$ cat src/rtl/cim_pkg.sv
// Shared definitions for the CIM read and write controllers: widths, FSM state codes,
// the latched request record and the chip-select decode.
package cim_pkg;

    localparam int CIM_N      = 4;
    localparam int CIM_DATA_W = 72;
    localparam int CIM_N_COL  = 16;
    localparam int OP_ADR_W   = 12;
    localparam int LINE_W     = CIM_N_COL * CIM_DATA_W;

    localparam logic [2:0] ST_IDLE       = 3'd0;
    localparam logic [2:0] ST_SETUP      = 3'd1;
    localparam logic [2:0] ST_CS_ASSERT  = 3'd2;
    localparam logic [2:0] ST_CS_RELEASE = 3'd3;
    localparam logic [2:0] ST_WAIT_BUSY  = 3'd4;
    localparam logic [2:0] ST_CAPTURE    = 3'd5;
    localparam logic [2:0] ST_ADVANCE    = 3'd6;
    localparam logic [2:0] ST_DONE       = 3'd7;

    typedef struct packed {
        logic [1:0] cim_sel;
        logic       bank_sel;
        logic [7:0] row;
    } cim_req_t;

    // Active-low one-hot chip select for the addressed macro.
    function automatic logic [CIM_N-1:0] cs_select_n(input logic [1:0] sel);
        return ~(CIM_N'(1) << sel);
    endfunction

endpackage

$ cat src/rtl/cim_busy_wait.sv
// Selected-macro busy mux with a down-counting abort timer; shared by the CIM read and
// write controllers.
module cim_busy_wait import cim_pkg::*; #(
    parameter int TIMEOUT = 255
) (
    input  logic             clk,
    input  logic             rst_n,
    input  logic             clear,
    input  logic             en,
    input  logic [CIM_N-1:0] cim_busy,
    input  logic [1:0]       sel,
    output logic             ready,
    output logic             timeout
);

    logic [7:0] cnt;
    logic       sel_busy;

    assign sel_busy = cim_busy[sel];
    assign ready    = ~sel_busy;
    // Loaded with TIMEOUT, so terminal count 1 marks the TIMEOUT-th busy cycle.
    assign timeout  = en & sel_busy & (cnt == 8'd1);

    always_ff @(posedge clk) begin
        if (!rst_n) begin
            cnt <= 8'd0;
        end else if (clear) begin
            cnt <= 8'(TIMEOUT);
        end else if (en && sel_busy && cnt != 8'd0) begin
            cnt <= cnt - 8'd1;
        end
    end

endmodule

$ cat src/rtl/cim_rd_ctr.sv
// CIM read-out controller: reads one row of a CIM across both banks (32 x 72-bit words)
// and streams the words into two output buffer lines.
//
// state      | meaning
// IDLE       | waiting for a read request
// SETUP      | clear chunk counter
// CS_ASSERT  | chip select low, op address/sel valid
// CS_RELEASE | chip select high, arm busy timer
// WAIT_BUSY  | wait for selected macro busy release
// CAPTURE    | buffer write strobe active
// ADVANCE    | next chunk or finish
// DONE       | one-cycle completion pulse
module cim_rd_ctr import cim_pkg::*; #(
    parameter int DATA_W  = CIM_DATA_W,
    parameter int N_COL   = CIM_N_COL,
    parameter int ADR_W   = 11,
    parameter int TIMEOUT = 255
) (
    input  logic              clk,
    input  logic              rst_n,
    input  logic              i_rq_n,
    input  logic              i_rw_n,
    input  logic [1:0]        i_cim_sel,
    input  logic              i_bank_sel,
    input  logic [7:0]        i_row,
    input  logic [ADR_W-1:0]  i_outbuffer_adr,
    output logic              o_busy,
    input  logic [CIM_N-1:0]  i_cim_busy,
    input  logic [DATA_W-1:0] i_cim_rdata,
    output logic [CIM_N-1:0]  o_cim_cs_n,
    output logic [1:0]        o_op_sel,
    output logic [11:0]       o_op_adr,
    output logic              o_op_rw_n,
    output logic [3:0]        o_demux_sel,
    output logic [ADR_W-1:0]  o_outbuffer_adr,
    output logic              o_outbuffer_we,
    output logic [DATA_W-1:0] o_outbuffer_wdata,
    output logic              o_done,
    output logic              o_err
);

    localparam logic [4:0] K_LAST = 5'(2 * N_COL - 1);

    logic [2:0]       state;
    logic [4:0]       k;
    logic [4:0]       k_nxt;
    cim_req_t         req_q;
    logic [ADR_W-1:0] base_q;
    logic             accept;
    logic             load_op;
    logic             bw_ready;
    logic             bw_timeout;

    assign accept  = (state == ST_IDLE) && !i_rq_n && i_rw_n;
    assign k_nxt   = (state == ST_ADVANCE) ? k + 5'd1 : 5'd0;
    // Operation fields are loaded on every edge that enters CS_ASSERT.
    assign load_op = (state == ST_SETUP) || (state == ST_ADVANCE && k != K_LAST);

    cim_busy_wait #(.TIMEOUT(TIMEOUT)) u_busy_wait (
        .clk      (clk),
        .rst_n    (rst_n),
        .clear    (state == ST_CS_RELEASE),
        .en       (state == ST_WAIT_BUSY),
        .cim_busy (i_cim_busy),
        .sel      (req_q.cim_sel),
        .ready    (bw_ready),
        .timeout  (bw_timeout)
    );

    always_ff @(posedge clk) begin
        if (!rst_n) begin
            state             <= ST_IDLE;
            k                 <= 5'd0;
            req_q             <= '0;
            base_q            <= '0;
            o_busy            <= 1'b0;
            o_done            <= 1'b0;
            o_err             <= 1'b0;
            o_op_rw_n         <= 1'b1;
            o_outbuffer_we    <= 1'b0;
            o_outbuffer_wdata <= '0;
        end else begin
            o_outbuffer_we <= 1'b0;
            o_done         <= 1'b0;
            case (state)
                ST_IDLE: begin
                    if (accept) begin
                        req_q  <= '{cim_sel: i_cim_sel, bank_sel: i_bank_sel, row: i_row};
                        base_q <= i_outbuffer_adr;
                        o_busy <= 1'b1;
                        o_err  <= 1'b0;
                        state  <= ST_SETUP;
                    end
                end
                ST_SETUP: begin
                    k         <= 5'd0;
                    o_op_rw_n <= 1'b1;
                    state     <= ST_CS_ASSERT;
                end
                ST_CS_ASSERT:  state <= ST_CS_RELEASE;
                ST_CS_RELEASE: state <= ST_WAIT_BUSY;
                ST_WAIT_BUSY: begin
                    if (bw_ready) begin
                        // Read data is valid while the macro reports not-busy.
                        o_outbuffer_wdata <= i_cim_rdata;
                        o_outbuffer_we    <= 1'b1;
                        state             <= ST_CAPTURE;
                    end else if (bw_timeout) begin
                        o_err  <= 1'b1;
                        o_busy <= 1'b0;
                        state  <= ST_IDLE;
                    end
                end
                ST_CAPTURE: state <= ST_ADVANCE;
                ST_ADVANCE: begin
                    if (k == K_LAST) begin
                        o_done <= 1'b1;
                        o_busy <= 1'b0;
                        state  <= ST_DONE;
                    end else begin
                        k     <= k_nxt;
                        state <= ST_CS_ASSERT;
                    end
                end
                default: state <= ST_IDLE;
            endcase
        end
    end

    always_ff @(posedge clk) begin
        if (!rst_n) begin
            o_cim_cs_n      <= '1;
            o_op_sel        <= 2'b00;
            o_op_adr        <= 12'd0;
            o_demux_sel     <= 4'd0;
            o_outbuffer_adr <= '0;
        end else if (load_op) begin
            o_cim_cs_n      <= cs_select_n(req_q.cim_sel);
            o_op_adr        <= {req_q.row, k_nxt[3:0]};
            o_op_sel        <= {req_q.bank_sel, k_nxt[4]};
            o_demux_sel     <= k_nxt[3:0];
            o_outbuffer_adr <= base_q + {{(ADR_W-1){1'b0}}, k_nxt[4]};
        end else if (state == ST_CS_ASSERT) begin
            o_cim_cs_n <= '1;
        end
    end

endmodule

$ cat config.mk
export PLATFORM = sky130hd
export DESIGN_NAME = cim_rd_ctr
export DESIGN_NICKNAME = d
export VERILOG_FILES = /design/src/rtl/cim_pkg.sv /design/src/rtl/cim_busy_wait.sv /design/src/rtl/cim_rd_ctr.sv
export SDC_FILE = /design/constraint.sdc
export NUM_CORES = 1
export LEC_CHECK = 0
export BUFFER_PORTS_ARGS = -buffer_cell sky130_fd_sc_hd__buf_2
export CORE_MARGIN = 2
export CORE_UTILIZATION = 49
export DETAILED_ROUTE_END_ITERATION = 10
export MAX_ROUTING_LAYER = met4
export PLACE_DENSITY_LB_ADDON = 0.1
export SYNTH_ARGS = -nofsm -noshare
export SYNTH_HDL_FRONTEND = slang
export SYNTH_SLANG_ARGS = --single-unit
$ cat constraint.sdc
create_clock -name clk -period 3.3 [get_ports clk]
set_clock_uncertainty 0.1 [all_clocks]
set_input_delay 0.495 -clock clk [delete_from_list [all_inputs] [get_ports clk]]
set_output_delay 0.495 -clock clk [all_outputs]
set_load 0.1 [all_outputs]
==> metrics.log, run 1 <==
[metrics] result of the run: complete, no violations
[metrics] cell type with the highest occurrence count on the critical path: sky130_fd_sc_hd__ha_1
[metrics] highest net fanout along the worst path: 25
[metrics] Fin. Hold Viols: 0
[metrics] WP buf/inv: 1
[metrics] Post-Synth Adder-Cell Area: 0.01803
[metrics] number of setup buffers added after CTS: 0
[metrics] total nets after synthesis: 778
[metrics] count of yosys warnings during synthesis: 0
[metrics] mapped cell area: 5552 um2
[metrics] actual transition at the worst max-transition pin: 1.111 ns
[metrics] family with the most delay on the worst path: compound AO/OA/AOI/OAI gates
[metrics] via count normalized by instance count: 5.101
[metrics] Max H-tree Level: 4
[metrics] number of maximum-capacitance violations: 0
[metrics] minimum clock period: 2.591 ns
[metrics] largest area contributor in the netlist: sky130_fd_sc_hd__dfxtp_1
[metrics] path category of the worst min-delay check: in -> reg
[metrics] number of search-and-repair iterations in the first detailed-routing pass: 7
[metrics] share of the clock period used by the worst path after layout: 0.7853
[metrics] area grow syn2layout: 28.38%
[metrics] source-to-sink clock delay at the later pin of the worst-skew pair: 0.41 ns
[metrics] Detailed Place HPWL: 9597 um
[metrics] Synth area leaders: sky130_fd_sc_hd__dfxtp_1 52%, sky130_fd_sc_hd__nand2_1 15%, sky130_fd_sc_hd__a21oi_1 11%, sky130_fd_sc_hd__ha_1 1.8%, sky130_fd_sc_hd__buf_6 1.6%
[metrics] simple logic cell fraction of the synthesized area: 0.2166
[metrics] Power, Total: 4.150 mW
[metrics] number of gates given a new drive strength after cts: 0
[metrics] delay contributed by the slowest stage of the critical path: 0.80 ns
[metrics] share of the synthesized netlist area taken by xor and xnor gates: 0.02051
[metrics] synthesis-stage register bit count: 143
[metrics] final-report setup violation count: 0
[metrics] Crit path arrival time: 2.83 ns
[metrics] global route total overflow: 0
[metrics] Seq. cell area: 2863 um2
[metrics] most frequently used cell type in the post-synthesis netlist: sky130_fd_sc_hd__nand2_1
[metrics] WL/cell: 13.80 um
[metrics] number of antenna-violating nets in the routed design: 0
[metrics] CTS tree: done
[metrics] fillcell total: 988
[metrics] setup TNS: 0 ns
[metrics] main combinational cell family by area after synthesis: simple AND/OR/NAND/NOR gates
[metrics] compound-gate portion of the synthesized area: 0.1686
[metrics] mux cell area share after synthesis: 0.004057
[metrics] DRT Wirelength: 13870 um
[metrics] fraction of final layout cells sized beyond drive strength 1: 0.2971
[metrics] total clock sinks: 143
[metrics] Synth Instances: 668
[metrics] global routing usage summed across all routing layers: 0.2383
[metrics] sequential fraction of the synthesis area: 0.5157
[metrics] placeable core area: 10940 um2
[metrics] die area: 12200 um2
[metrics] Setup crit end kind: flip-flop
[metrics] standard-cell rows: 38
[metrics] setup repair after global routing missed its margin: false
[metrics] buffers added on ports: 210
[metrics] post-cts hold buffer count: 0
[metrics] Yosys cell types: 51
[metrics] die boundary height: 110.4 um
[metrics] startpoint class of the critical path: flip-flop
[metrics] number of antenna violations at the first check in global routing: 0
[metrics] cells along the critical path: ha_1 -> and3_1 -> ha_1 -> nor4bb_1 -> buf_4 -> a21oi_2 -> o21ai_0 -> a21oi_1
[metrics] starting utilization of the core area: 0.5077
[metrics] synthesized area divided by synthesized cell count: 8.311 um2
[metrics] slowest cell on the critical path: sky130_fd_sc_hd__a21oi_2
[metrics] most frequent cells after synthesis: 229 x sky130_fd_sc_hd__nand2_1, 143 x sky130_fd_sc_hd__dfxtp_1, 120 x sky130_fd_sc_hd__a21oi_1
[metrics] Post-synth ARST share: 0
[metrics] CTS Root Buffer Type: sky130_fd_sc_hd__clkbuf_16
[metrics] routability cong.: 0.8061
[metrics] area fraction of the dominant cell type after synthesis: 0.5157
[metrics] total via count in the routed design: 5127
[metrics] CTS buffer count: 17
[metrics] Primary FF master, synth: sky130_fd_sc_hd__dfxtp_1
[metrics] category of the most critical setup path: reg -> reg
[metrics] number of enable flip-flop cells after synthesis: 0
[metrics] DRC errors left: 0
[metrics] required time at the endpoint of the critical path: 3.54 ns
[metrics] Nets: 962
[metrics] number of pins with negative max-slew slack in the final report: 0
[metrics] Power Density: 582.3 nW/um2
[metrics] First DRT Iteration DRCs: 393
[metrics] LEAKAGE: 3.087 nW
[metrics] total inserted antenna cells: 0
[metrics] wire length of the first global-routing pass: 23440 um
[metrics] footprint of the multi-input gates: 2395 um2
[metrics] pin count of the biggest net entering global routing: 76
[metrics] final cell count without fillers: 1005
[metrics] I/O pin total: 212
[metrics] IR drop worst, VDD: 0.0003515 V
[metrics] Max Clk Rate: 0.3859 GHz
[metrics] headroom to the max-slew limit: 0.2591
[metrics] horizontal extent of the die: 110.4 um
[metrics] vias in the first global route: 4959
[metrics] Clock Path Buffers: 2
[metrics] clock slew at reported path FFs: 0.06 ns
[metrics] post-placement cell count: 973
-- worst register-to-register path: cells and delay by family (launching register included) --
| family | cells | cell delay (ns) |
|---|---|---|
| buf+inv | 1 | 0.19 |
| compound gates | 3 | 1.18 |
| simple gates | 2 | 0.25 |
| flops | 1 | 0.37 |
| fa+ha+maj | 2 | 0.43 |
-- report_power, final --
group | total (mW) | switching [mW] | internal, mW
Sequential | 1.83 | 0.0483 | 1.78
Combinational | 0.517 | 0.384 | 0.133
Clock | 1.80 | 0.675 | 1.13
Total | 4.15 | 1.11 | 3.04
-- cell usage in the layout, fill, tap and decap left out, types with 7 or more instances in the layout --
cell type	instances
sky130_fd_sc_hd__nand2_1	229
sky130_fd_sc_hd__buf_2	210
sky130_fd_sc_hd__dfxtp_1	143
sky130_fd_sc_hd__a21oi_1	120
sky130_fd_sc_hd__clkbuf_16	17
sky130_fd_sc_hd__nor2_1	12
sky130_fd_sc_hd__xor2_1	10
sky130_fd_sc_hd__o21ai_0	9
sky130_fd_sc_hd__ha_1	8
sky130_fd_sc_hd__a211oi_1	7
sky130_fd_sc_hd__o31a_1	7
-- cell families after synthesis --
kind of cell,count (synthesis)
mux,1
compound gates,162
simple gates,284
buf+inv,56
xor+xnor,13
fa+ha+maj,8
flops,143
other cells,1
-- layer usage --
layer / track usage / vias to the layer above / part of all wire
met5: - / - / 0
met4: 0.08333 / 0 / 0.016
met3: 0.06312 / 21 / 0.058
met2: 0.3947 / 173 / 0.49
met1: 0.2809 / 2334 / 0.44
li1: - / 2599 / -
-- layout make-up --
cell class,instances,area share
Sequential cell,143,0.4017
Timing Repair Buffer,216,0.1555
Clock inverter,6,0.007725
Multi-Input combinational cell,469,0.3360
Inverter,5,0.002985
Clock buffer,26,0.07145
Tap cell,140,0.02458
-- through the flow --
stage	hold WS [ns]	setup WS [ns]	cell area (um2)	util
after floorplan	0.3366	1.018	5552	-
after global placement	0.3376	0.7933	6563	0.6001
after detailed placement	0.3401	0.7085	6563	0.6001
after CTS	0.1989	0.7061	7127	0.6517
after global routing	0.2049	0.4621	7127	0.6517
final	0.2127	0.7087	7127	0.6517
-- sequential cells by signal, indices dropped and copies added (netlist names), 2 cells and up --
name / cells
k: 5
o_cim_cs_n: 4
req_q: 11
o_outbuffer_wdata: 72
o_op_adr: 12
o_outbuffer_adr: 11
base_q: 11
state: 3
o_op_sel: 2
u_busy_wait.cnt: 8
-- final timing paths --
path	slack [ns]	start	endpoint	depth (start not counted)
min reg2reg	0.35	o_op_adr[9]	o_op_adr[9]	2
min	0.21	i_bank_sel	req_q[8]	3
max reg2reg	0.71	k[0]	k[2]	8
max	0.71	k[0]	k[2]	8
(Power assumes the default switching activity.)
==> run 2: changes to the inputs <==
--- a/config.mk
+++ b/config.mk
@@ -7,7 +7,7 @@
 export LEC_CHECK = 0
 export BUFFER_PORTS_ARGS = -buffer_cell sky130_fd_sc_hd__buf_2
 export CORE_MARGIN = 2
-export CORE_UTILIZATION = 49
+export CORE_UTILIZATION = 44
 export DETAILED_ROUTE_END_ITERATION = 10
 export MAX_ROUTING_LAYER = met4
 export PLACE_DENSITY_LB_ADDON = 0.1
==> constraint.sdc (replaced) <==
create_clock -name clk -period 2.1 [get_ports clk]
set_clock_uncertainty 0.1 [all_clocks]
set_input_delay 0.315 -clock clk [delete_from_list [all_inputs] [get_ports clk]]
set_output_delay 0.315 -clock clk [all_outputs]
set_load 0.1 [all_outputs]
==> metrics.log, run 2 (same netlist as run 1, synthesis figures left out) <==
[metrics] total inserted antenna cells: 0 (unchanged)
[metrics] smallest setup slack after layout: -0.005760 ns (was 0.7087 ns)
[metrics] delay contributed by the slowest stage of the critical path: 0.33 ns (was 0.80 ns)
[metrics] Crit path arrival time: 2.36 ns (was 2.83 ns)
[metrics] register bank with the most flops: o_outbuffer_wdata (unchanged)
[metrics] pin count of the biggest net entering global routing: 73 (was 76)
[metrics] required time at the endpoint of the critical path: 2.35 ns (was 3.54 ns)
[metrics] IR drop worst, VDD: 0.0005146 V (was 0.0003515 V)
[metrics] buffers added on ports: 210 (unchanged)
[metrics] Power Density: 887.3 nW/um2 (was 582.3 nW/um2)
[metrics] Max Clk Rate: 0.4749 GHz (was 0.3859 GHz)
[metrics] die area: 13530 um2 (was 12200 um2)
[metrics] cells along the critical path: ha_4 -> and3_4 -> ha_4 -> and3_4 -> ha_4 -> ha_4 -> and3_4 -> nand4_1 -> xor2_1 -> a21oi_1 (was ha_1 -> and3_1 -> ha_1 -> nor4bb_1 -> buf_4 -> a21oi_2 -> o21ai_0 -> a21oi_1)
[metrics] standard-cell rows: 41 (was 38)
[metrics] number of pins with negative max-slew slack in the final report: 0 (unchanged)
[metrics] clock slew at reported path FFs: 0.06 ns (about the same)
[metrics] Max H-tree Level: 4 (unchanged)
[metrics] fillcell total: 1183 (was 988)
[metrics] I/O pin total: 212 (unchanged)
[metrics] setup TNS: -0.005760 ns (was 0 ns)
[metrics] violations in the final reports: negative setup slack
[metrics] DRT Wirelength: 14700 um (was 13870 um)
[metrics] final hold slack: 0.02926 ns (was 0.2127 ns)
[metrics] die boundary height: 116.3 um (was 110.4 um)
[metrics] Worst Setup Slack post-DPL: -0.2123 ns (was 0.7085 ns)
[metrics] flip-flop count of the largest register after layout: 72 (unchanged)
[metrics] First DRT Iteration DRCs: 285 (was 393)
[metrics] number of antenna-violating nets in the routed design: 0 (unchanged)
[metrics] share of the clock period used by the worst path after layout: 1.003 (was 0.7853)
[metrics] global route total overflow: 0 (unchanged)
[metrics] routability cong.: 0.8005 (was 0.8061)
[metrics] WL/cell: 13.88 um (was 13.80 um)
[metrics] fraction of final layout cells sized beyond drive strength 1: 0.3360 (was 0.2971)
[metrics] commonest non-fill, non-tap cell in the layout: sky130_fd_sc_hd__nand2_1 (unchanged)
[metrics] global routing usage summed across all routing layers: 0.2222 (was 0.2383)
[metrics] CTS tree: done (unchanged)
[metrics] setup repair after global routing missed its margin: true (was false)
[metrics] CTS Root Buffer Type: sky130_fd_sc_hd__clkbuf_16 (unchanged)
[metrics] slowest cell on the critical path: sky130_fd_sc_hd__dfxtp_2 (was sky130_fd_sc_hd__a21oi_2)
[metrics] highest metal used: met4 (unchanged)
[metrics] Nets: 984 (was 962)
[metrics] Power, Total: 6.708 mW (was 4.150 mW)
[metrics] vias in the first global route: 4778 (was 4959)
[metrics] Fin. Hold Viols: 0 (unchanged)
[metrics] Setup crit end kind: flip-flop (unchanged)
[metrics] Hold Crit Start: i_cim_rdata[39] (was i_bank_sel)
[metrics] path category of the worst min-delay check: in -> reg (unchanged)
[metrics] number of search-and-repair iterations in the first detailed-routing pass: 4 (was 7)
[metrics] post-cts hold buffer count: 0 (unchanged)
[metrics] placeable core area: 12470 um2 (was 10940 um2)
[metrics] category of the most critical setup path: reg -> reg (unchanged)
[metrics] number of maximum-capacitance violations: 0 (unchanged)
[metrics] headroom to the max-slew limit: 0.6601 (was 0.2591)
[metrics] horizontal extent of the die: 116.3 um (was 110.4 um)
[metrics] area grow syn2layout: 36.17% (was 28.38%)
[metrics] wire length of the first global-routing pass: 22730 um (was 23440 um)
[metrics] DRC errors left: 0 (unchanged)
[metrics] starting utilization of the core area: 0.4453 (was 0.5077)
[metrics] WL met3: 995 um (was 807 um)
[metrics] startpoint class of the critical path: flip-flop (unchanged)
[metrics] routed length on met1: 6158 um (was 6103 um)
[metrics] most used cells in the layout excluding fill and tap cells: 229 x sky130_fd_sc_hd__nand2_1, 210 x sky130_fd_sc_hd__buf_2, 140 x sky130_fd_sc_hd__dfxtp_1, 120 x sky130_fd_sc_hd__a21oi_1, 20 x sky130_fd_sc_hd__buf_4 (was 229 x sky130_fd_sc_hd__nand2_1, 210 x sky130_fd_sc_hd__buf_2, 143 x sky130_fd_sc_hd__dfxtp_1, 120 x sky130_fd_sc_hd__a21oi_1, 17 x sky130_fd_sc_hd__clkbuf_16)
[metrics] Detailed Place HPWL: 10000 um (was 9597 um)
[metrics] cell type with the highest occurrence count on the critical path: sky130_fd_sc_hd__ha_4 (was sky130_fd_sc_hd__ha_1)
[metrics] actual transition at the worst max-transition pin: 0.5133 ns (was 1.111 ns)
[metrics] number of antenna violations at the first check in global routing: 0 (unchanged)
[metrics] minimum clock period: 2.106 ns (was 2.591 ns)
[metrics] largest registers: o_outbuffer_wdata (72), o_op_adr (12) (unchanged)
[metrics] total clock sinks: 143 (unchanged)
[metrics] LEAKAGE: 3.203 nW (was 3.087 nW)
[metrics] RR Startpoint: k[1] (was k[0])
[metrics] result of the run: complete, but fails checks (was complete, no violations)
[metrics] highest net fanout along the worst path: 3 (was 25)
[metrics] Critical Path Start: k[1] (was k[0])
[metrics] CTS buffer count: 17 (unchanged)
[metrics] via count normalized by instance count: 4.953 (was 5.101)
[metrics] final-report setup violation count: 1 (was 0)
[metrics] Clock Path Buffers: 2 (unchanged)
[metrics] source-to-sink clock delay at the later pin of the worst-skew pair: 0.42 ns (was 0.41 ns)
[metrics] met2 WL: 7325 um (was 6733 um)
[metrics] total via count in the routed design: 5245 (was 5127)
==> run 2: path summary, 6_finish.rpt <==
check / endpoint / slack [ns] / depth (start not counted)
setup reg to reg: o_outbuffer_adr[10] / -0.006 / 10
hold / removal: o_outbuffer_wdata[39] / 0.03 / 3
hold reg to reg: o_op_adr[8] / 0.35 / 2
setup / recovery: o_outbuffer_adr[10] / -0.006 / 10
==> run 2: worst max-delay path: cells and delay by family, from the launching register on <==
kind / cells / cell delay (ns)
xor+xnor: 1 / 0.16
fa+ha+maj: 4 / 0.70
simple gates: 4 / 0.63
compound gates: 1 / 0.12
flops: 1 / 0.33
==> run 2: area by class of cell <==
class | instances | area, um2 | share of cell area
multi-input cells | 470 | 2531 | 0.3348
clock inverters | 10 | 111.4 | 0.01473
flip-flops and latches | 143 | 2867 | 0.3792
clock buffers | 22 | 474.2 | 0.06273
well taps | 172 | 215.2 | 0.02847
repair buffers | 237 | 1340 | 0.1773
inverters | 5 | 21.27 | 0.002814
==> run 2: through the flow <==
stage                       util  instances  instance area, um2
after floorplan                -        668                5590
after global placement    0.5452       1019                6797
after detailed placement  0.5452       1019                6797
after CTS                 0.6037       1057                7526
after global routing      0.6064       1059                7560
final                     0.6064       1059                7560
==> run 2: per-layer routing <==
layer	vias to the layer above	GRT usage
met2	165	0.3721
li1	2654	-
met4	0	0.08889
met3	16	0.05760
met5	-	-
met1	2410	0.2541
==> run 2: where the power goes <==
group / switching, mW / internal [mW]
Combinational: 0.645 / 0.264
Clock: 1.10 / 1.83
Sequential: 0.0671 / 2.80
Total: 1.81 / 4.90
==> run 2: repair_timing <==
item / 4_1_cts / 5_1_grt
cloned: 2 / 0
buffers inserted: 4 / 2
resized for setup: 13 / 5
setup endpoints to repair: 34 / 19
pin swaps: 9 / 5
